**src/rtl/usb2_ep4_ts_reader_pkg.sv**
```systemverilog
// Shared definitions for the EP4 transport-stream reader: FSM and sync
// encodings plus the TS framing constants.
package usb2_ep4_ts_reader_pkg;

    typedef enum logic [2:0] {
        S_IDLE  = 3'd0,
        S_READ  = 3'd1,
        S_DRAIN = 3'd2,
        S_ARM   = 3'd3,
        S_REL   = 3'd4
    } rd_state_t;

    typedef enum logic {
        SYNC_HUNT = 1'b0,
        SYNC_LOCK = 1'b1
    } sync_state_t;

    localparam logic [7:0] TS_SYNC_BYTE    = 8'h47;
    localparam int         TS_LEN_DEFAULT  = 188;
    localparam int         MAX_PKT_DEFAULT = 512;

endpackage

```
**src/rtl/usb2_ep4_ts_reader_skid_fifo.sv**
```systemverilog
// Small synchronous FIFO holding {sop, data} between the buffer read pipe
// and the TS output; count is exported so the reader can budget credits.
module usb2_skid_fifo
    import usb2_ep4_ts_reader_pkg::*;
#(
    parameter int WIDTH = 9,
    parameter int DEPTH = 4
) (
    input  logic                     clk,
    input  logic                     rst,
    input  logic                     flush_i,
    input  logic                     push_i,
    input  logic [WIDTH-1:0]         push_data_i,
    input  logic                     pop_i,
    output logic [WIDTH-1:0]         pop_data_o,
    output logic [$clog2(DEPTH):0]   count_o
);

    localparam int AW = $clog2(DEPTH);

    logic [WIDTH-1:0] mem_q [DEPTH];
    logic [AW-1:0]    wrPtr_q;
    logic [AW-1:0]    rdPtr_q;
    logic [AW:0]      count_q;
    logic             doPop;

    assign doPop      = pop_i && (count_q != '0);
    assign pop_data_o = mem_q[rdPtr_q];
    assign count_o    = count_q;

    always_ff @(posedge clk or posedge rst) begin
        if (rst) begin
            wrPtr_q <= '0;
            rdPtr_q <= '0;
            count_q <= '0;
            for (int i = 0; i < DEPTH; i++) begin
                mem_q[i] <= '0;
            end
        end else if (flush_i) begin
            wrPtr_q <= '0;
            rdPtr_q <= '0;
            count_q <= '0;
        end else begin
            if (push_i) begin
                mem_q[wrPtr_q] <= push_data_i;
                wrPtr_q        <= wrPtr_q + {{(AW-1){1'b0}}, 1'b1};
            end
            if (doPop) begin
                rdPtr_q <= rdPtr_q + {{(AW-1){1'b0}}, 1'b1};
            end
            case ({push_i, doPop})
                2'b10:   count_q <= count_q + {{AW{1'b0}}, 1'b1};
                2'b01:   count_q <= count_q - {{AW{1'b0}}, 1'b1};
                default: count_q <= count_q;
            endcase
        end
    end

endmodule

```
**src/rtl/usb2_ep4_ts_reader.sv**
```systemverilog
// Drains EP4 bulk-OUT buffers into a valid/ready byte stream aligned to
// 188-byte TS packets, then releases each buffer with a 4-phase handshake.
module usb2_ep4_ts_reader
    import usb2_ep4_ts_reader_pkg::*;
#(
    parameter int RD_LAT     = 2,
    parameter int MAX_PKT    = MAX_PKT_DEFAULT,
    parameter int FIFO_DEPTH = 4,
    parameter int TS_LEN     = TS_LEN_DEFAULT
) (
    input  logic        phy_clk,
    input  logic        reset,
    output logic [8:0]  buf_out_addr,
    input  logic [7:0]  buf_out_q,
    input  logic [10:0] buf_out_len,
    input  logic        buf_out_hasdata,
    output logic        buf_out_arm,
    input  logic        buf_out_arm_ack,
    input  logic        flush,
    output logic [7:0]  ts_data,
    output logic        ts_valid,
    input  logic        ts_ready,
    output logic        ts_sop,
    output logic [15:0] pkt_count,
    output logic        len_err,
    output logic [7:0]  sync_err_count
);

    localparam int           CW       = $clog2(FIFO_DEPTH) + 1;
    localparam int           IW       = $clog2(TS_LEN);
    localparam logic [10:0]  MAX_LEN  = 11'(MAX_PKT);
    localparam logic [CW:0]  DEPTH_L  = (CW + 1)'(FIFO_DEPTH);
    localparam logic [IW-1:0] IDX_LAST = IW'(TS_LEN - 1);

    rd_state_t   state_q, state_d;
    sync_state_t sync_q, sync_d;
    logic [10:0] len_q, len_d;
    logic [10:0] rdPtr_q, rdPtr_d;
    logic [RD_LAT-1:0] inflight_q;
    logic [15:0] pktCount_q, pktCount_d;
    logic        lenErr_q, lenErr_d;
    logic [7:0]  syncErrCount_q, syncErrCount_d;
    logic [IW-1:0] tsIdx_q, tsIdx_d;

    logic          issue;
    logic          hasCredit;
    logic [CW:0]   inflightCnt;
    logic [CW-1:0] fifoCount;
    logic          retValid;
    logic          push;
    logic          pushSop;
    logic [8:0]    fifoHead;

    always_comb begin
        inflightCnt = '0;
        for (int i = 0; i < RD_LAT; i++) begin
            inflightCnt = inflightCnt + {{CW{1'b0}}, inflight_q[i]};
        end
    end

    // Reads already in the pipe count against FIFO space, so returning
    // bytes can be written without ever checking for a full FIFO.
    assign hasCredit = (({1'b0, fifoCount} + inflightCnt) < DEPTH_L);
    assign retValid  = inflight_q[RD_LAT-1] && !flush;

    always_comb begin
        state_d    = state_q;
        len_d      = len_q;
        rdPtr_d    = rdPtr_q;
        pktCount_d = pktCount_q;
        lenErr_d   = 1'b0;
        issue      = 1'b0;
        case (state_q)
            S_IDLE: begin
                if (buf_out_hasdata && !flush) begin
                    rdPtr_d = '0;
                    if (buf_out_len > MAX_LEN) begin
                        len_d    = MAX_LEN;
                        lenErr_d = 1'b1;
                    end else begin
                        len_d = buf_out_len;
                    end
                    state_d = (buf_out_len == '0) ? S_ARM : S_READ;
                end
            end
            S_READ: begin
                if (flush) begin
                    state_d = S_ARM;
                end else if (hasCredit) begin
                    issue   = 1'b1;
                    rdPtr_d = rdPtr_q + 11'd1;
                    if (rdPtr_q == (len_q - 11'd1)) begin
                        state_d = S_DRAIN;
                    end
                end
            end
            S_DRAIN: begin
                if (flush || (inflight_q == '0)) begin
                    state_d = S_ARM;
                end
            end
            S_ARM: begin
                if (buf_out_arm_ack) begin
                    pktCount_d = pktCount_q + 16'd1;
                    state_d    = S_REL;
                end
            end
            S_REL: begin
                if (!buf_out_arm_ack) begin
                    state_d = S_IDLE;
                end
            end
            default: state_d = S_IDLE;
        endcase
    end

    // Sync filtering happens before the FIFO so dropped bytes never occupy
    // a slot; their credit is returned simply by leaving the pipe.
    always_comb begin
        sync_d         = sync_q;
        tsIdx_d        = tsIdx_q;
        syncErrCount_d = syncErrCount_q;
        push           = 1'b0;
        pushSop        = 1'b0;
        if (flush) begin
            sync_d  = SYNC_HUNT;
            tsIdx_d = '0;
        end else if (retValid) begin
            if (sync_q == SYNC_HUNT || tsIdx_q == '0) begin
                if (buf_out_q == TS_SYNC_BYTE) begin
                    push    = 1'b1;
                    pushSop = 1'b1;
                    tsIdx_d = IW'(1);
                    sync_d  = SYNC_LOCK;
                end else if (sync_q == SYNC_LOCK) begin
                    sync_d = SYNC_HUNT;
                    if (syncErrCount_q != 8'hFF) begin
                        syncErrCount_d = syncErrCount_q + 8'd1;
                    end
                end
            end else begin
                push    = 1'b1;
                tsIdx_d = (tsIdx_q == IDX_LAST) ? '0 : tsIdx_q + IW'(1);
            end
        end
    end

    always_ff @(posedge phy_clk or posedge reset) begin
        if (reset) begin
            state_q        <= S_IDLE;
            sync_q         <= SYNC_HUNT;
            len_q          <= '0;
            rdPtr_q        <= '0;
            inflight_q     <= '0;
            pktCount_q     <= '0;
            lenErr_q       <= 1'b0;
            syncErrCount_q <= '0;
            tsIdx_q        <= '0;
        end else begin
            state_q        <= state_d;
            sync_q         <= sync_d;
            len_q          <= len_d;
            rdPtr_q        <= rdPtr_d;
            pktCount_q     <= pktCount_d;
            lenErr_q       <= lenErr_d;
            syncErrCount_q <= syncErrCount_d;
            tsIdx_q        <= tsIdx_d;
            if (flush) begin
                inflight_q <= '0;
            end else begin
                inflight_q[0] <= issue;
                for (int i = 1; i < RD_LAT; i++) begin
                    inflight_q[i] <= inflight_q[i-1];
                end
            end
        end
    end

    usb2_skid_fifo #(
        .WIDTH (9),
        .DEPTH (FIFO_DEPTH)
    ) u_fifo (
        .clk         (phy_clk),
        .rst         (reset),
        .flush_i     (flush),
        .push_i      (push),
        .push_data_i ({pushSop, buf_out_q}),
        .pop_i       (ts_valid && ts_ready),
        .pop_data_o  (fifoHead),
        .count_o     (fifoCount)
    );

    assign ts_valid       = (fifoCount != '0);
    assign ts_data        = ts_valid ? fifoHead[7:0] : 8'h00;
    assign ts_sop         = ts_valid && fifoHead[8];
    assign buf_out_addr   = rdPtr_q[8:0];
    assign buf_out_arm    = (state_q == S_ARM);
    assign pkt_count      = pktCount_q;
    assign len_err        = lenErr_q;
    assign sync_err_count = syncErrCount_q;

endmodule

```
**config.mk**
```make
export PLATFORM = sky130hd
export DESIGN_NAME = usb2_ep4_ts_reader
export DESIGN_NICKNAME = d
export VERILOG_FILES = /design/src/rtl/usb2_ep4_ts_reader_pkg.sv /design/src/rtl/usb2_ep4_ts_reader_skid_fifo.sv /design/src/rtl/usb2_ep4_ts_reader.sv
export SDC_FILE = /design/constraint.sdc
export NUM_CORES = 1
export LEC_CHECK = 0
export ABC_AREA = 1
export BUFFER_PORTS_ARGS = -buffer_cell sky130_fd_sc_hd__buf_4
export CAP_MARGIN = 20
export CORE_MARGIN = 3
export CORE_UTILIZATION = 50
export CTS_CLUSTER_DIAMETER = 30
export DETAILED_ROUTE_END_ITERATION = 8
export PLACE_DENSITY = 0.7
export SLEW_MARGIN = 40
export SYNTH_ARGS = -nofsm -noshare
export SYNTH_HDL_FRONTEND = slang
export SYNTH_SLANG_ARGS = --single-unit
```
**constraint.sdc**
```tcl
create_clock -name phy_clk -period 4.8 [get_ports phy_clk]
set_input_delay 0.96 -clock phy_clk [delete_from_list [all_inputs] [get_ports phy_clk]]
set_output_delay 0.96 -clock phy_clk [all_outputs]
set_load 0.05 [all_outputs]
```
# [After elaboration in Yosys (flattened, before gate mapping)]
# Cells that the tools add are included.
# Widths: inputs -> output; s select.
[totals] in_bits=25 ramBits=0 mem_bits_ro=0 n_memories=0 reg_bits=104 word_cells=132 latch_bits=0 output_inout_bits=45
[op_classes] n_lt_le_gt_ge=5 mux=48 shifts=0 addsub=11 div=0 bitwise=5 reduce_logical=28 n_eq_ne=19 mul=0
[ops] op="$mux 8" n=6
[ops] op="$mux 11" n=4
[ops] op="$bwmux 36" n=1
[ops] op="$mux 9" n=3
[ops] op="$mux 3" n=8
[ops] op="$pmux 11 s2" n=1
[ops] op="$bmux 9 s2" n=1
[ops] op="$demux 9 s2" n=1
[ops] op="$add 16x1->16 const B" n=1
[ops] op="$add 8x1->8 const B" n=2
[ops] op="$mux 1" n=15
[ops] op="$pmux 3 s5" n=1
[ops] op="$mux 2" n=6
[ops] op="$reduce_and 6->1" n=2
[ops] op="$add 11x1->11 const B" n=1
[ops] op="$eq 11x11->1" n=1
[ops] op="$gt 11x10->1 const B" n=1
[ops] op="$logic_not 11->1" n=1
[ops] op="$sub 11x1->11 const B" n=1
[ops] op="$ne 2x2->1 const B" n=5
[ops] op="$reduce_and 2->1" n=5
[ops] op="$reduce_bool 2->1" n=5
[ops] op="$eq 8x7->1 const B" n=1
[ops] op="$eq 8x8->1 const B" n=1
[ops] op="28 further kinds" n=42

# [Logic depth before layout (Yosys ltp)]
# Gate-level depths: netlist of run 1.
[depth] depth_word=8 mapped_depth=17 mapped_depth_nobuf=16

# [Cells and area by module]
# Synthesis of run 1 repeated with hierarchy kept, for this count alone.
[unflattened] cells_unflattened=728 area_unflattened_um2=5838.1
[modules_own_cells] module="usb2_ep4_ts_reader" n_inst=1 seq_area_each_um2=1526.5 cells_per_inst=494 area_per_inst_um2=3758.6
[modules_own_cells] module="usb2_skid_fifo" n_inst=1 seq_area_each_um2=1076.0 cells_per_inst=234 area_per_inst_um2=2079.5

# [Worst setup path after synthesis of run 1]
# OpenSTA, ideal clock, no wires.
[synth_path] kind="register -> output" start="register u_fifo.rdPtr_q[1]" end="output port ts_data[0]" t_arrival_ns=1.852 path_buffers=1 stages_incl_launch_ff=6 slack_ns=1.988 cell_sequence="dfrtp_1 > clkbuf_1 > clkinv_1 > a21oi_1 > o21ai_0 > a21oi_1"
[synth_between] elab_chain_len=5
[synth_lines] element="start: declaration" line="usb2_ep4_ts_reader_skid_fifo.sv:23" rtl="logic [AW-1:0] rdPtr_q;"
[synth_lines] element="start signal: assignment" line="usb2_ep4_ts_reader_skid_fifo.sv:49" rtl="rdPtr_q <= rdPtr_q + {{(AW-1){1'b0}}, 1'b1};"
[synth_lines] element="$not 2->3 (implied by the code)" line="usb2_ep4_ts_reader_skid_fifo.sv:28" rtl="assign pop_data_o = mem_q[rdPtr_q];"
[synth_lines] element="$bmux 9 s2" line="usb2_ep4_ts_reader_skid_fifo.sv:28"
[synth_lines] element="$mux 9 (implied by the code) (2 in a row)" line="usb2_ep4_ts_reader_skid_fifo.sv:28"
[synth_lines] element="$mux 8" line="usb2_ep4_ts_reader.sv:194" rtl="assign ts_data = ts_valid ? fifoHead[7:0] : 8'h00;"
[synth_lines] element="end: declaration" line="usb2_ep4_ts_reader.sv:20" rtl="output logic [7:0] ts_data,"
# No other way between the ends. The select of a mux whose other input is x is not followed.

# [Worst setup path in the final report of run 1]
[layout_path] start="register u_fifo.rdPtr_q[0]" end="output port ts_data[4]"
# The elaborated chain is that of the path after synthesis.

==> results of run 1 <==
per-layer routing:
| layer | track usage | vias up |
|---|---|---|
| li1 | - | 2434 |
| met1 | 0.267 | 2222 |
| met2 | 0.318 | 135 |
| met3 | 0.0342 | 19 |
| met4 | 0.0881 | 0 |
| met5 | 0 | - |
stage by stage:
| step | utilization | power [W] |
|---|---|---|
| 2_1_floorplan | - | 0.00212 |
| 3_5_place_dp | 0.572 | 0.00241 |
| 4_1_cts | 0.600 | 0.00319 |
| 6_report | 0.600 | 0.00317 |
| 3_3_place_gp | 0.572 | 0.00238 |
| 5_1_grt | 0.600 | 0.00340 |
registers in the layout, summed over array words and instances (netlist names):
name / count
u_fifo.mem_q: 36
pkt_count: 16
len_q: 11
rdPtr_q: 11
sync_err_count: 8
tsIdx_q: 8
state_q: 3
u_fifo.count_o: 3
inflight_q: 2
u_fifo.rdPtr_q: 2
u_fifo.wrPtr_q: 2
len_err: 1
sync_q: 1
final cells by class:
class,instances,share of cell area
inverter,96,0.0560
clock buffer,9,0.0342
clock inverter,6,0.0129
timing repair buffer,70,0.0797
multi-input combinational,507,0.396
sequential,104,0.395
tap,140,0.0266
power by group through the flow:
stage | registers, W | logic (W) | clock network, W
floorplan | 0.00116 | 0.000959 | 0
global placement | 0.00115 | 0.00123 | 0
detailed placement | 0.00115 | 0.00126 | 0
CTS | 0.00114 | 0.00127 | 0.000789
global route | 0.00116 | 0.00142 | 0.000826
finish | 0.00114 | 0.00126 | 0.000770
final timing paths:
check | from | end | slack (ns) | cells after the start
setup reg to reg | u_fifo.count_o[0]$_DFFE_PP0P_ | u_fifo.count_o[2]$_DFFE_PP0P_ | 2.27 | 10
min in group asynchronous | reset | pkt_count[12]$_DFFE_PP0P_ | 0.69 | 2
hold reg to reg | u_fifo.mem_q[3]$_DFFE_PP0P_ | u_fifo.mem_q[3]$_DFFE_PP0P_ | 0.48 | 2
hold / removal | u_fifo.mem_q[3]$_DFFE_PP0P_ | u_fifo.mem_q[3]$_DFFE_PP0P_ | 0.48 | 2
max in group asynchronous | reset | u_fifo.mem_q[29]$_DFFE_PP0P_ | 3.20 | 3
setup / recovery | u_fifo.rdPtr_q[0]$_DFFE_PP0P_ | ts_data[4] | 1.54 | 5
worst max-delay path, cell delays in order (launching register included):
cell	delay (ns)
dfrtp_1	0.75
inv_1	0.43
a21oi_1	0.24
o21ai_0	0.13
a21oi_1	0.17
buf_4	0.22
synth_stat cells, types with 2 or more instances:
cell / count / area share
nand3b_1: 2 / 0.0026
buf_2: 6 / 0.0053
nor3_2: 7 / 0.012
nand2_2: 6 / 0.0066
inv_2: 5 / 0.0033
nand4_1: 11 / 0.012
buf_6: 2 / 0.0039
nor2_1: 72 / 0.047
xnor2_1: 15 / 0.023
nand2_1: 182 / 0.12
nor2_2: 5 / 0.0055
a31oi_1: 2 / 0.0022
ha_1: 11 / 0.024
nor4_1: 3 / 0.0033
nor3_1: 10 / 0.0088
xor2_1: 15 / 0.023
a21oi_1: 41 / 0.036
o21ai_0: 55 / 0.048
nor2_4: 2 / 0.0039
o31ai_1: 2 / 0.0026
inv_1: 88 / 0.058
nand2_4: 5 / 0.0099
dfrtp_1: 104 / 0.46
nand3_1: 39 / 0.034
clkbuf_1: 5 / 0.0033
buf_4: 9 / 0.012
nor3_4: 2 / 0.0057
o21ai_1: 10 / 0.0088
logic make-up (layout without fill, tap and decap cells):
group,Yosys count,after routing,share of synthesized area
adder cells (fa/ha/maj),12,12,0.0276
AND/OR/NAND/NOR,347,347,0.273
AO/OA/AOI/OAI,117,117,0.109
multiplexers,1,1,0.00197
XOR/XNOR,30,30,0.0460
flip-flops,104,104,0.455
buffers and inverters,118,181,0.0880
==> results.ini, run 1 <==
[yosys]
synth_edf_count = 0
synth_cell_types = 41
syn-cell-area_um2 = 5720
ys_seq_elements = 104
synthCells = 729
postSynth.asyncResetShare = 1.00
synthesis.nets = 766
seq_area_frac_synth = 0.455
syn_avg_cell_area_um2 = 7.84
synthFlopType = dfrtp_1
yosys_warnings = 0

[power_and_ir_drop]
switching_share = 0.418
p_int_w = 0.00185
leakage_nw = 3.41
p_comb_frac = 0.398
pwr-share-clk = 0.243
p_per_area_nw_per_um2 = 481
p_switching_w = 0.00133
max-vdd-ir-drop_v = 0.000404
seqPwrFrac = 0.360

[clock_tree]
clk_path_buf_depth = 2
htree_num_levels = 3
cts_buffers = 9
cts_hold_buf = 0
cts_setup_buffers = 0
cts_tree = yes
cts_resized = 0
cts.clk_slew.worst_paths_ns = 0.07
cts-root-buf = clkbuf_16
clock_sinks = 104
clock_latency_ns = 0.35

[floorplanning]
io_pins = 70
die-area_um2 = 12700
core_area_um2 = 11000
die_y_um = 113
core.rowCount = 38
start_util = 0.520
dieWidth_um = 113

[final_layout]
nets = 825
layout_commonest_cell = nand2_1
final_cells = 932
area_delta_synth_final_pct = 15.3
multiInputGateArea_um2 = 2610
layout_common_cells = nand2_1 (182), dfrtp_1 (104), inv_1 (87)
seq_area_um2 = 2600
fin_area_um2 = 6590
nFillCells = 983
drive_above_1_share = 0.155
n_antenna_cell = 0

[sta]
report.final.hold_viol_count = 0
setup_viol_count_final = 0
hold_slack_ns = 0.480
tns_ns = 0
relSlewSlack = 0.471
fin_worst_skew_ns = 0.00355
tightest_slew_ns = 0.789
min_period_over_period = 0.679
fmax_mhz = 307
fin_ws_ns = 1.54
rsz0062_at_grt = false
slew_viol_final = 0
period_needed_ns = 3.26

[detailed_routing]
antenna_left = 0
num_vias = 4810
routed_wl_um = 12200
initialDrtViolationCount = 328
dr.pass1.iters = 5
drc = 0
vias_per_cell = 5.16
dr_wl_met2_um = 5710
wl_met3_um = 700
highest_layer = met4
wl_per_cell_um = 13.1
met1Wirelength_um = 5570

[global_routing]
grt_max_degree = 69
grt_pass1_vias = 4542
grt.total_usage = 0.199
gr-total-overflow = 0
grt_pass1_wl_um = 20900
antenna_found_initial = 0

[placed_design]
placed_cell_area_um2 = 6280
place_ws_ns = 1.99
port_buffers = 69
gp_congestion = 0.885
numPlacedInstances = 917
dp_hpwl_um = 8840

[worst_setup_path]
end_kind = output port
crit_arrival_ns = 2.30
worstPathMaxFanout = 22
crit_type = reg2out
start_kind = flip-flop
cp.required_ns = 3.84

[flow_run]
cap_violations = 0

[hold_path]
hold_path.class = reg2reg

[outcome]
status = finished, final reports clean

Note: power is estimated with default switching activity, not from simulation.
==> run 2: changes to the inputs <==
- ABC_AREA: 1 -> 0
- PLACE_DENSITY: 0.7 -> 0.73
- clock period: 4.8 -> 2.8 ns (I/O delays scaled with it)
==> results.ini, run 2 <==
[worst_setup_path]
end_kind = flip-flop
start_kind = flip-flop
cp.required_ns = 3.06  ; -0.78 ns
crit_arrival_ns = 2.64  ; +0.34 ns
worstPathMaxFanout = 8  ; -64%
crit_type = reg2reg

[sta]
relSlewSlack = 0.555  ; +0.0840
report.final.hold_viol_count = 0  ; unchanged
setup_viol_count_final = 0  ; unchanged
slew_viol_final = 0  ; unchanged
period_needed_ns = 2.38
tightest_slew_ns = 0.666  ; -0.123 ns
fin_worst_skew_ns = 0.0145  ; +0.0109 ns
fmax_mhz = 420
min_period_over_period = 0.851
rsz0062_at_grt = false
tns_ns = 0  ; unchanged

[power_and_ir_drop]
switching_share = 0.370  ; -0.0480
seqPwrFrac = 0.450  ; +0.090
max-vdd-ir-drop_v = 0.000375  ; -7.0%
p_int_w = 0.00263  ; +43%
finalPower_w = 0.00418  ; +32%
pwr-share-clk = 0.212  ; -0.031
p_switching_w = 0.00155  ; +17%
leakage_nw = 3.07  ; -10%
p_comb_frac = 0.338  ; -0.060
p_per_area_nw_per_um2 = 659  ; +37%

[hold_path]
hold_path.class = in2async

[clock_tree]
clock_sinks = 104  ; unchanged
clk_path_buf_depth = 2  ; unchanged
cts_tree = yes
cts.clk_slew.worst_paths_ns = 0.10  ; +0.03 ns
cts_buffers = 9  ; unchanged
cts_resized = 0  ; unchanged
clock_latency_ns = 0.37  ; +0.02 ns
cts_hold_buf = 0  ; unchanged
htree_num_levels = 3  ; unchanged
cts_setup_buffers = 0  ; unchanged
cts-root-buf = clkbuf_8

[detailed_routing]
dr.pass1.iters = 5  ; unchanged
vias_per_cell = 5.53  ; +7.2%
antenna_left = 0  ; unchanged
num_vias = 3943  ; -18%
drc = 0  ; unchanged
wl_per_cell_um = 15.7  ; +20%
routed_wl_um = 11200  ; -8.2%
initialDrtViolationCount = 183  ; -44%

[placed_design]
dp_hpwl_um = 8250  ; -6.8%
port_buffers = 69  ; unchanged
placed_cell_area_um2 = 6160  ; -1.9%
gp_congestion = 0.825  ; -6.7%

[floorplanning]
die-area_um2 = 12200  ; -4.0%
io_pins = 70  ; unchanged
die_y_um = 111  ; -2.0%
dieWidth_um = 111  ; -2.0%
start_util = 0.521  ; +0.000622
core_area_um2 = 10500  ; -4.3%
core.rowCount = 37  ; -2.6%

[yosys]
yosys-top-cells-area = dfrtp_1 (48%), mux2_1 (7.4%), xnor2_1 (3.8%)
postSynth.asyncResetShare = 1.00  ; unchanged
yosys_warnings = 0  ; unchanged
synthesis.nets = 539  ; -30%
seq_area_frac_synth = 0.475  ; +0.0200
synth.most_common_cell = dfrtp_1
syn-cell-area_um2 = 5480  ; -4.2%
synthCells = 502  ; -31%
ys_seq_elements = 104  ; unchanged
syn_avg_cell_area_um2 = 10.9  ; +39%
synth_edf_count = 0  ; unchanged
synthFlopType = dfrtp_1
synth_cell_types = 64  ; +56%
ys_top_cells_by_count = dfrtp_1 (104), nand2_1 (42), nor2_1 (42)
synth_largest_area_cell = dfrtp_1
synth_top_area_frac = 0.475  ; +0.0200

[final_layout]
fin_area_um2 = 6350  ; -3.7%
area_delta_synth_final_pct = 16.0
nets = 609  ; -26%
largest_reg_flops = 36  ; unchanged
nFillCells = 890  ; -9.5%
drive_above_1_share = 0.220  ; +0.0648
final_util = 0.604  ; +0.00399
layout_commonest_cell = dfrtp_1
n_antenna_cell = 0  ; unchanged
layout_common_cells = dfrtp_1 (104), buf_4 (82), nor2_1 (42), nand2_1 (42), mux2_1 (36)
top_register = u_fifo.mem_q

[global_routing]
grt_pass1_wl_um = 19600  ; -6.0%
antenna_found_initial = 0  ; unchanged
gr-total-overflow = 0  ; unchanged
grt.total_usage = 0.191  ; -0.00761
grt_pass1_vias = 4136  ; -8.9%
grt_max_degree = 33  ; -52%

[outcome]
status = finished, final reports clean

[flow_run]
cap_violations = 0  ; unchanged

run 2: per-stage QoR:
step | cells | hold slack [ns] | worst slack, ns
detailed placement | 697 | 0.462 | 0.0622
finish | 713 | 0.278 | 0.417
global placement | 697 | 0.459 | 0.202
global route | 713 | 0.326 | 0.200
CTS | 713 | 0.302 | 0.392
floorplan | 502 | 0.459 | 0.377
run 2: worst max-delay path, stage by stage (launching register included):
cell     delay (ns)
dfrtp_1        0.46
inv_1          0.09
ha_1           0.30
or4b_1         0.54
nor3_1         0.25
nor4_1         0.09
and3b_1        0.31
nor2_1         0.07
a21o_1         0.18
run 2: worst paths after layout:
check / from / to / slack [ns] / cells past startpoint
worst max-delay path: len_q[0]$_DFFE_PP0P_ / state_q[1]$_DFFE_PP0P_ / 0.42 / 8
max in group asynchronous: reset / u_fifo.mem_q[21]$_DFFE_PP0P_ / 1.86 / 3
worst max register to register: len_q[0]$_DFFE_PP0P_ / state_q[1]$_DFFE_PP0P_ / 0.42 / 8
min in group phy_clk: buf_out_q[1] / u_fifo.mem_q[1]$_DFFE_PP0P_ / 0.43 / 2
worst min register to register: pkt_count[15]$_DFFE_PP0P_ / pkt_count[15]$_DFFE_PP0P_ / 0.48 / 1
worst min-delay path: reset / u_fifo.mem_q[2]$_DFFE_PP0P_ / 0.28 / 2
run 2: final cells by class:
class / instances / area [um^2] / share of cell area
Sequential cell: 104 / 2600 / 0.410
Clock buffer: 14 / 173 / 0.0272
Timing Repair Buffer: 83 / 636 / 0.100
Tap cell: 136 / 170 / 0.0268
Inverter: 15 / 60.1 / 0.00946
Multi-Input combinational cell: 359 / 2700 / 0.425
Clock inverter: 2 / 12.5 / 0.00197
run 2: kinds of logic after synthesis:
group,after synthesis,synth area share
AND/OR/NAND/NOR,190,0.186
flip-flops,104,0.475
AO/OA/AOI/OAI,63,0.0855
multiplexers,49,0.119
XOR/XNOR,45,0.0720
buffers and inverters,39,0.0338
adder cells (fa/ha/maj),12,0.0288
run 2: power by group through the flow:
stage	Sequential, W	Combinational, W	Clock, W
final	0.00188	0.00141	0.000888
after global routing	0.00191	0.00155	0.000993
after CTS	0.00188	0.00142	0.000911
after detailed placement	0.00191	0.00141	0
after global placement	0.00190	0.00136	0
after floorplan	0.00194	0.00102	0
run 2: per-layer routing:
metal	vias to the layer above	GRT usage	routed length, um
met4	0	0.0411	104
met5	-	0	0
li1	1907	-	-
met1	1968	0.253	5090
met2	57	0.326	5680
met3	11	0.0389	319
==> run 3: changes to the inputs <==
- PLACE_DENSITY: 0.73 -> 0.7
- clock period: 2.8 -> 2.6 ns (I/O delays scaled with it)
==> results.ini, run 3 (same netlist as run 2, synthesis figures left out) <==
[detailed_routing]
drc = 0  ; unchanged
wl_per_cell_um = 15.7  ; about the same
initialDrtViolationCount = 220  ; +20%
antenna_left = 0  ; unchanged
dr.pass1.iters = 4  ; -1
num_vias = 3940  ; -0.076%
vias_per_cell = 5.54  ; +0.20%
routed_wl_um = 11200  ; -0.30%

[sta]
period_needed_ns = 2.34
fin_worst_skew_ns = 0.0142  ; -0.000246 ns
fin_ws_ns = 0.263  ; -0.154 ns
report.final.hold_viol_count = 0  ; unchanged
fmax_mhz = 428
setup_viol_count_final = 0  ; unchanged
slew_viol_final = 0  ; unchanged
tightest_slew_ns = 0.520  ; -0.146 ns
hold_slack_ns = 0.0663  ; -0.211 ns
relSlewSlack = 0.653  ; +0.0975
min_period_over_period = 0.899
rsz0062_at_grt = false

[global_routing]
grt_pass1_vias = 4089  ; -1.1%
gr-total-overflow = 0  ; unchanged
antenna_found_initial = 0  ; unchanged
grt_pass1_wl_um = 19600  ; -0.35%
grt.total_usage = 0.192  ; +0.00114
grt_max_degree = 97  ; +190%

[final_layout]
layout_common_cells = dfrtp_1 (104), buf_4 (80), nor2_1 (42), nand2_1 (42), mux2_1 (36)
final_util = 0.609  ; +0.00476
area_delta_synth_final_pct = 16.9
largest_reg_flops = 36  ; unchanged
n_antenna_cell = 0  ; unchanged
final_cells = 711  ; -0.28%
nets = 607  ; -0.33%
layout_commonest_cell = dfrtp_1
nFillCells = 866  ; -2.7%
drive_above_1_share = 0.221  ; +0.000766
top_register = u_fifo.mem_q
seq_area_um2 = 2600  ; unchanged
multiInputGateArea_um2 = 2700  ; unchanged

[worst_setup_path]
crit_type = reg2out
start_kind = flip-flop
crit_arrival_ns = 1.82  ; -0.82 ns
cpMaxStageDelayCell = mux4_2
path_cells = buf_4 > mux4_2 > and2_1 > buf_4
crit_path_start = u_fifo.rdPtr_q[0]$_DFFE_PP0P_
cp.required_ns = 2.08  ; -0.98 ns
r2r-start = len_q[0]$_DFFE_PP0P_
path_buf_inv = 2  ; +1
end_kind = output port
crit_path_max_incr_delay_ns = 0.52  ; -0.02 ns
worstPathMaxFanout = 11  ; +3
cpMostUsedCell = buf_4
cp_top_family = multiplexers

[clock_tree]
cts_hold_buf = 0  ; unchanged
clock_sinks = 104  ; unchanged
clock_latency_ns = 0.37  ; about the same
cts_buffers = 9  ; unchanged
cts_resized = 0  ; unchanged
clk_path_buf_depth = 2  ; unchanged
htree_num_levels = 3  ; unchanged
cts.clk_slew.worst_paths_ns = 0.10  ; about the same
cts_setup_buffers = 0  ; unchanged
cts_tree = yes
cts-root-buf = clkbuf_8

[floorplanning]
die_y_um = 111  ; unchanged
core.rowCount = 37  ; unchanged
start_util = 0.521  ; unchanged
die-area_um2 = 12200  ; unchanged
dieWidth_um = 111  ; unchanged
core_area_um2 = 10500  ; unchanged
io_pins = 70  ; unchanged

[placed_design]
gp_congestion = 0.855  ; +3.6%
numPlacedInstances = 695  ; -0.29%
place_ws_ns = -0.00596  ; -0.0682 ns
dp_hpwl_um = 8030  ; -2.6%
port_buffers = 69  ; unchanged

[power_and_ir_drop]
seqPwrFrac = 0.425  ; -0.025
p_per_area_nw_per_um2 = 745  ; +13%
switching_share = 0.354  ; -0.0159
max-vdd-ir-drop_v = 0.000392  ; +4.5%
leakage_nw = 3.09  ; +0.79%
p_comb_frac = 0.314  ; -0.024
finalPower_w = 0.00477  ; +14%
p_switching_w = 0.00169  ; +9.1%
pwr-share-clk = 0.260  ; +0.048
p_int_w = 0.00308  ; +17%

[outcome]
status = finished, final reports clean

[flow_run]
cap_violations = 0  ; unchanged

[hold_path]
hold_path.class = in2async

[run 3: cell count changes in the layout (fill, tap and decap cells not counted), sizes merged]
cell / change
buf: -2
clkinvlp: -1
bufinv: +3
clkbuf: -4
inv: +2
[run 3: power groups by stage]
stage,sequential [W],clock (W),combinational [W]
final,0.00203,0.00124,0.00150
after global routing,0.00207,0.00135,0.00166
after CTS,0.00203,0.00127,0.00151
after detailed placement,0.00206,0,0.00150
after global placement,0.00205,0,0.00146
after floorplan,0.00209,0,0.00109
[run 3: worst register-to-register path, cell delays in order, from the launching register on]
cell and delay [ns]:
dfrtp_1 0.44, inv_1 0.09, ha_1 0.30, or4b_1 0.53
o21a_1 0.21, nor4_1 0.19, and3b_1 0.24, nor2_1 0.11
a21oi_1 0.08
[run 3: final cells by class]
| class | count | share of cell area |
|---|---|---|
| Timing Repair Buffer | 81 | 0.0970 |
| Multi-Input combinational cell | 359 | 0.421 |
| Clock inverter | 6 | 0.0176 |
| Sequential cell | 104 | 0.407 |
| Tap cell | 136 | 0.0266 |
| Inverter | 15 | 0.00938 |
| Clock buffer | 10 | 0.0215 |
[run 3: path summary, 6_finish.rpt]
kind                                            endpoint  slack, ns  cells after the start
min reg2reg                     pkt_count[8]$_DFFE_PP0P_       0.49                      1
min                        sync_err_count[2]$_DFFE_PP0P_       0.07                      2
max                                           ts_data[1]       0.26                      4
max reg2reg                       state_q[0]$_DFFE_PP0P_       0.29                      8
max in group asynchronous         tsIdx_q[4]$_DFFE_PP0P_       1.80                      3
min in group phy_clk                len_q[3]$_DFFE_PP0P_       0.39                      3
[run 3: routing by layer]
layer / vias up / part of all wire / GRT usage
li1: 1911 / - / -
met1: 1967 / 0.46 / 0.261
met2: 51 / 0.50 / 0.319
met3: 11 / 0.023 / 0.0268
met4: 0 / 0.013 / 0.0632
met5: - / 0 / 0
[run 3: per-stage QoR]
| step | setup TNS, ns | instance area (um^2) |
|---|---|---|
| 3_3_place_gp | 0 | 6150 |
| 5_1_grt | 0 | 6400 |
| 6_report | 0 | 6400 |
| 2_1_floorplan | 0 | 5480 |
| 4_1_cts | 0 | 6400 |
| 3_5_place_dp | -0.00596 | 6150 |
